**src/rtl/barrett_final_correct.sv**
```systemverilog
// Final correction stage of the Barrett reducer: two conditional subtractions of p,
// pipelined over two registers with valid/ready backpressure and a global clock enable.
module barrett_final_correct #(
    parameter int R_WIDTH   = 51,
    parameter int M_WIDTH   = 25,
    parameter int CNT_WIDTH = 32
) (
    input  logic                 CLK,
    input  logic                 RST,
    input  logic                 CE,
    input  logic [M_WIDTH-1:0]   P,
    input  logic [R_WIDTH-1:0]   R_IN,
    input  logic                 IN_VALID,
    output logic                 IN_READY,
    output logic [M_WIDTH-1:0]   RES,
    output logic                 RES_ERR,
    output logic                 OUT_VALID,
    input  logic                 OUT_READY,
    output logic [CNT_WIDTH-1:0] RES_COUNT,
    output logic [CNT_WIDTH-1:0] ERR_COUNT
);

    // Subtract m when the difference stays non-negative, else pass v through.
    function automatic logic [R_WIDTH-1:0] cond_sub(input logic [R_WIDTH-1:0] v,
                                                    input logic [M_WIDTH-1:0] m);
        logic signed [R_WIDTH:0] d;
        d = $signed({1'b0, v}) - $signed({{(R_WIDTH+1-M_WIDTH){1'b0}}, m});
        return (d < 0) ? v : d[R_WIDTH-1:0];
    endfunction

    // A selection still >= p means the raw remainder was outside [0, 3p).
    function automatic logic not_canonical(input logic [R_WIDTH-1:0] v,
                                           input logic [M_WIDTH-1:0] m);
        return v >= {{(R_WIDTH-M_WIDTH){1'b0}}, m};
    endfunction

    logic [R_WIDTH-1:0]   s1_p1;
    logic                 vld_p1;
    logic [R_WIDTH-1:0]   sel_p1;
    logic [M_WIDTH-1:0]   res_p2;
    logic                 err_p2;
    logic                 vld_p2;
    logic                 adv1;
    logic                 adv2;
    logic                 fire;
    logic [CNT_WIDTH-1:0] res_cnt;
    logic [CNT_WIDTH-1:0] err_cnt;

    always_comb begin
        adv2   = CE & (~vld_p2 | OUT_READY);
        adv1   = CE & (~vld_p1 | adv2);
        fire   = vld_p2 & OUT_READY & CE;
        sel_p1 = cond_sub(s1_p1, P);
    end

    assign IN_READY  = adv1;
    assign OUT_VALID = vld_p2;
    assign RES       = res_p2;
    assign RES_ERR   = err_p2;
    assign RES_COUNT = res_cnt;
    assign ERR_COUNT = err_cnt;

    // Stage 1 boundary: first conditional subtraction
    always_ff @(posedge CLK) begin
        if (CE && adv1 && IN_VALID) begin
            s1_p1 <= cond_sub(R_IN, P);
        end
    end

    // Stage 2 boundary: second subtraction, output register and delivery counters
    always_ff @(posedge CLK) begin
        if (RST) begin
            vld_p1  <= 1'b0;
            vld_p2  <= 1'b0;
            res_p2  <= '0;
            err_p2  <= 1'b0;
            res_cnt <= '0;
            err_cnt <= '0;
        end else if (CE) begin
            if (adv1) begin
                vld_p1 <= IN_VALID;
            end
            if (adv2) begin
                vld_p2 <= vld_p1;
                if (vld_p1) begin
                    res_p2 <= sel_p1[M_WIDTH-1:0];
                    err_p2 <= not_canonical(sel_p1, P);
                end
            end
            if (fire) begin
                res_cnt <= res_cnt + CNT_WIDTH'(1);
                if (err_p2) begin
                    err_cnt <= err_cnt + CNT_WIDTH'(1);
                end
            end
        end
    end

endmodule

```
**config.mk**
```make
export PLATFORM = sky130hd
export DESIGN_NAME = barrett_final_correct
export DESIGN_NICKNAME = d
export VERILOG_FILES = /design/src/rtl/barrett_final_correct.sv
export SDC_FILE = /design/constraint.sdc
export NUM_CORES = 1
export LEC_CHECK = 0
export ABC_AREA = 1
export CAP_MARGIN = 10
export CORE_MARGIN = 2
export CORE_UTILIZATION = 29
export DETAILED_ROUTE_END_ITERATION = 12
export GPL_TIMING_DRIVEN = 0
export PLACE_DENSITY = 0.45
export SLEW_MARGIN = 30
export SYNTH_ARGS = -nofsm -noshare
export SYNTH_HDL_FRONTEND = slang
export SYNTH_SLANG_ARGS = --single-unit
```
**constraint.sdc**
```tcl
create_clock -name CLK -period 11.4 [get_ports CLK]
set_clock_uncertainty 0.1 [all_clocks]
set_input_delay 2.28 -clock CLK [delete_from_list [all_inputs] [get_ports CLK]]
set_output_delay 2.28 -clock CLK [all_outputs]
set_load 0.02 [all_outputs]
```
* After elaboration in Yosys (flattened, before gate mapping) *
Cells that the tools add are included.
Widths: inputs -> output; s select.

word-level totals
  input port bits = 81
  register bits = 143
  word-level logic and storage cells = 31

cells by class
  add/sub/neg operators = 4
  bitwise operators = 8
  muxes and demuxes = 2
  order comparisons = 3
  reduce and logical (&&, ||, !) cells = 7

operators by type and width
  operator               count
  $lt 52x1->1 const B    2
  $sub 51x25->52         2
  $mux 51                2
  $add 32x1->32 const B  2
  $ge 51x25->1           1
  $reduce_and 2->1       3
  $reduce_and 3->1       2
  $and 1x1->1            4
  $logic_and 1x1->1      2
  $not 1->1              2
  $or 1x1->1             2

* Logic depth before layout (Yosys ltp) *
Gate-level depths: netlist (run 1).

  depth in word-level cells = 7
  depth in mapped cells = 36
  mapped depth without buffers = 34

* Least setup slack after synthesis (run 1) *
No wires, ideal clock.

  path type = input port to flip-flop
  start = input CE
  end = register s1_p1[0], enable pin
  cell stages on the path = 4
  buffers on the path = 0
  library setup time = 535 ps
  path slack = 4432 ps
  data arrival time = 6334 ps
  data required time = 10765 ps
  path through = inv_1 > a21oi_1 > nor2_1 > nor3b_1

on the way
  word-level cells in the longest chain between the ends = 5

ends and longest elaborated chain
  item                                 line  RTL
  start: declaration                   10    input logic CE,
  $and 1x1->1                          50    adv2 = CE & (~vld_p2 | OUT_READY);
  $or 1x1->1                           51    adv1 = CE & (~vld_p1 | adv2);
  $and 1x1->1                          51
  $logic_and 1x1->1 (*) (2 in series)  65    if (CE && adv1 && IN_VALID) begin
  end signal: assignment               66    s1_p1 <= cond_sub(R_IN, P);
  end: declaration                     37    logic [R_WIDTH-1:0] s1_p1;

Every way passes the cells marked *; elsewhere a longest branch is shown, timed or not.
A chain may end at the register's enable or synchronous reset.

* Worst setup path after layout (run 1) *
  start = input P[9]
  end = register err_p2 (netlist: RES_ERR)

on the way
  word-level cells in the longest chain between the ends = 4

ends and longest elaborated chain
  item                    line  RTL
  start: declaration      11    input logic [M_WIDTH-1:0] P,
  $sub 51x25->52 (*)      27    d = $signed({1'b0, v}) - $signed({{(R_WIDTH+1-M_WIDTH){1'b0}}, m});
  $lt 52x1->1             28    return (d < 0) ? v : d[R_WIDTH-1:0];
  $mux 51 (*)             28
  via sel_p1[18]          39    logic [R_WIDTH-1:0] sel_p1;
  $ge 51x25->1 (*)        34    return v >= {{(R_WIDTH-M_WIDTH){1'b0}}, m};
  end signal: assignment  87    err_p2 <= not_canonical(sel_p1, P);
  end: declaration        41    logic err_p2;

The timed path passes the listed nets; every way through them passes the cells marked *.

==> results of run 1 <==
cell usage in the layout, fill, tap and decap left out, types with 3 or more instances in the layout:
master / n
xor2_1: 44
o21bai_1: 21
nand2_2: 5
nor4_1: 10
nand3_2: 5
nor2_4: 4
nand3b_1: 5
a211oi_1: 3
clkbuf_1: 13
o21ba_2: 3
dfxtp_1: 92
edfxtp_1: 51
o211ai_1: 3
inv_6: 3
nor3_2: 4
inv_8: 3
a21oi_1: 115
o21ai_1: 11
nor3_1: 37
clkinv_4: 3
nor3b_1: 3
clkdlybuf4s50_1: 172
clkbuf_16: 17
or2_2: 4
nand4_1: 32
ha_1: 77
a31oi_1: 14
buf_4: 7
inv_1: 317
buf_2: 9
nor2_2: 6
nor2_1: 269
o21a_1: 8
nand3_1: 89
inv_2: 7
buf_6: 3
xnor2_1: 48
nand2_1: 465
o21ai_0: 116
report_power, final:
part / internal [W] / switching, W / total [W]
clock network: 0.000298 / 0.000250 / 0.000549
registers: 0.000552 / 0.0000134 / 0.000566
logic: 0.000168 / 0.000292 / 0.000459
total: 0.00102 / 0.000555 / 0.00157
worst max-delay path by stage:
stage,from,slack (ns),to
2_1_floorplan,CE,4.43,s1_p1[0]
3_3_place_gp,CE,1.91,s1_p1[50]
3_5_place_dp,P[9],4.09,RES_ERR
4_1_cts,P[9],4.56,RES_ERR
5_1_grt,P[10],4.17,RES_ERR
6_report,P[9],4.58,RES_ERR
state kept, by name, indices dropped and copies added, names as in the netlist:
signal and cells:
s1_p1 51, vld_p1 1, RES_ERR 1, ERR_COUNT 32, RES_COUNT 32, OUT_VALID 1, RES 25
cell usage after synthesis, types with 37 or more instances:
| master | count | area [um^2] |
|---|---|---|
| nor2_1 | 269 | 1010 |
| nand3_1 | 89 | 445 |
| inv_1 | 317 | 1190 |
| edfxtp_1 | 51 | 1530 |
| nand2_1 | 465 | 1750 |
| xnor2_1 | 48 | 420 |
| dfxtp_1 | 92 | 1840 |
| ha_1 | 77 | 963 |
| nor3_1 | 37 | 185 |
| xor2_1 | 44 | 385 |
| o21ai_0 | 116 | 581 |
| a21oi_1 | 115 | 576 |
per-layer routing:
layer,part of all wire,track usage,vias up
met2,0.46,0.340,293
li1,-,-,6562
met3,0.035,0.0259,53
met4,0.023,0.0653,0
met1,0.48,0.268,5709
met5,0,0,-
layout make-up:
type,instances,area (um^2),area share
Multi-Input combinational cell,1424,7580,0.494
Timing Repair Buffer,179,1780,0.116
Inverter,325,1220,0.0796
Tap cell,539,674,0.0440
Sequential cell,143,3370,0.220
Clock inverter,13,123,0.00800
Buffer,26,124,0.00808
Clock buffer,19,453,0.0296
worst register-to-register path, delay by kind of cell (launching register included):
| family | cells | cell delay [ns] |
|---|---|---|
| AND/OR/NAND/NOR | 21 | 2.28 |
| buffers and inverters | 7 | 0.72 |
| adder cells (fa/ha/maj) | 2 | 0.67 |
| AO/OA/AOI/OAI | 2 | 0.52 |
| flip-flops | 1 | 0.42 |
cell families after synthesis:
family          share of synthesized area
compound gates                      0.137
xor+xnor                           0.0656
fa+ha+maj                          0.0816
buf+inv                             0.109
flops                               0.274
simple gates                        0.332
per-stage QoR:
stage | cells | cell area [um^2] | setup WS, ns
after detailed placement | 2636 | 14800 | 4.09
final | 2668 | 15300 | 4.58
after global placement | 2629 | 14700 | 1.91
after global routing | 2668 | 15300 | 4.17
after floorplan | 1918 | 12300 | 4.43
after CTS | 2668 | 15300 | 4.56
==> flow_summary.yaml, run 1 <==
worst_setup_path:
  cpLargestDelayFamily: "simple AND/OR/NAND/NOR gates"
  endpoint_kind: "flip-flop"
  r2r_slack_ns: 6.60
  r2r_start: "s1_p1[17]"
  crit_fanout: 10
  cpPeakStageDelay_ns: 0.45
  crit_type: "input pin to flip-flop"
  worst_r2r_endpoint: "RES_ERR"
  critical_path_cell_count: 32
  crit_top_cell: "nand2_1"
  r2r_cells: 32
  worstPathRequired_ns: 11.63
  cp.arrival_ns: 7.05
  start_kind: "input pin"
  path_buf_inv: 7
  slowest_stage: "clkdlybuf4s50_1"
final_layout:
  fin_nets: 2276
  diodes: 0
  utilization: 0.366
  nFillCells: 4562
  area.growth.synth_to_final_pct: 24.7
  drive_above_1_share: 0.0479
logic_synthesis:
  ys_ff_latch: 143
  yosys_warnings: 0
  synth_cells: 1918
  syn-cell-area_mm2: 0.0123
  synth_edf_count: 51
  async_reset_ff_frac: 0
  synth_cell_types: 51
  yosysSeqAreaShare: 0.274
  avgSynthCellArea_um2: 6.41
  synthFlopType: "dfxtp_1"
  syn-num-nets: 2078
timing:
  clock.fmax_mhz: 147
  drv_slew: 0
  setup_viol: 0
  hold_viol: 0
  finalCriticalPeriod_ns: 6.82
  holdWs_ns: 0.396
  relSlewSlack: 0.501
  worst_slew_pin_slew_ns: 0.741
  totalNegativeSetupSlack_ns: 0
  layout_worst_path_cycle_share: 0.598
  rsz0062_at_grt: "false"
clocking:
  clk_latency_ns: 0.44
  numCtsBuffers: 17
  cts_sinks: 143
  hold_buffers: 0
  clockBufferDepth: 2
  postCtsSetupRepairBufs: 0
  root_buffer: "clkbuf_16"
  cts_resized: 0
  clk_pin_slew_ns: 0.07
  htree_levels: 4
  cts_tree: "yes"
power_and_ir_drop:
  power_w: 0.00157
  irDropWorstVdd_mv: 0.104
  power_density_mw_per_mm2: 103
  p_leak_nw: 6.50
floorplan:
  core-area_mm2: 0.0419
  io_pins: 173
  dieArea_mm2: 0.0440
  num_rows: 75
  start_util: 0.294
  die_w_um: 210
  die_h_um: 210
placed_design:
  place.gp.congestion: 0.949
  portBuffers: 172
  hpwlAfterDp_mm: 37.6
global_routing:
  antenna_found_initial: 0
  grt_util_all_layers: 0.202
  grt_pass1_vias: 12600
  overflow: 0
  grt_pass1_wl_mm: 68.5
  grt_start_max_net_pins: 17
worst_hold_path:
  hp-start: "RES_COUNT[30]"
  min_path_cells: 2
  hold_end: "RES_COUNT[30]"
  min_path_type: "flip-flop to flip-flop"
drt:
  routed_wl_mm: 44.0
  dr.pass1.iters: 5
  drt_iter0_markers: 712
  vias: 12600
  drc: 0
  routedWlPerCell_um: 16.5
  avgViaCountPerCell: 4.73
  drt.antenna.violating_nets: 0
run_status:
  status: "finished, final reports clean"
job:
  drv_cap: 0
(Power assumes the default switching activity.)
==> inputs of run 2 (changes only) <==
==> constraint.sdc (replaced) <==
create_clock -name CLK -period 6.45 [get_ports CLK]
set_clock_uncertainty 0.1 [all_clocks]
set_input_delay 1.29 -clock CLK [delete_from_list [all_inputs] [get_ports CLK]]
set_output_delay 1.29 -clock CLK [all_outputs]
set_load 0.02 [all_outputs]
==> results of run 2 <==
Same layout as run 1 (identical final DEF). Status: finished, final reports clean.
Among the figures that moved: setup slack after placement 4.09 ns -> 0.131 ns; setup slack after layout 4.58 ns -> 0.618 ns; register-to-register setup slack 6.60 ns -> 1.65 ns; total power 0.00157 W -> 0.00278 W; worst IR drop on VDD 0.104 mV -> 0.184 mV
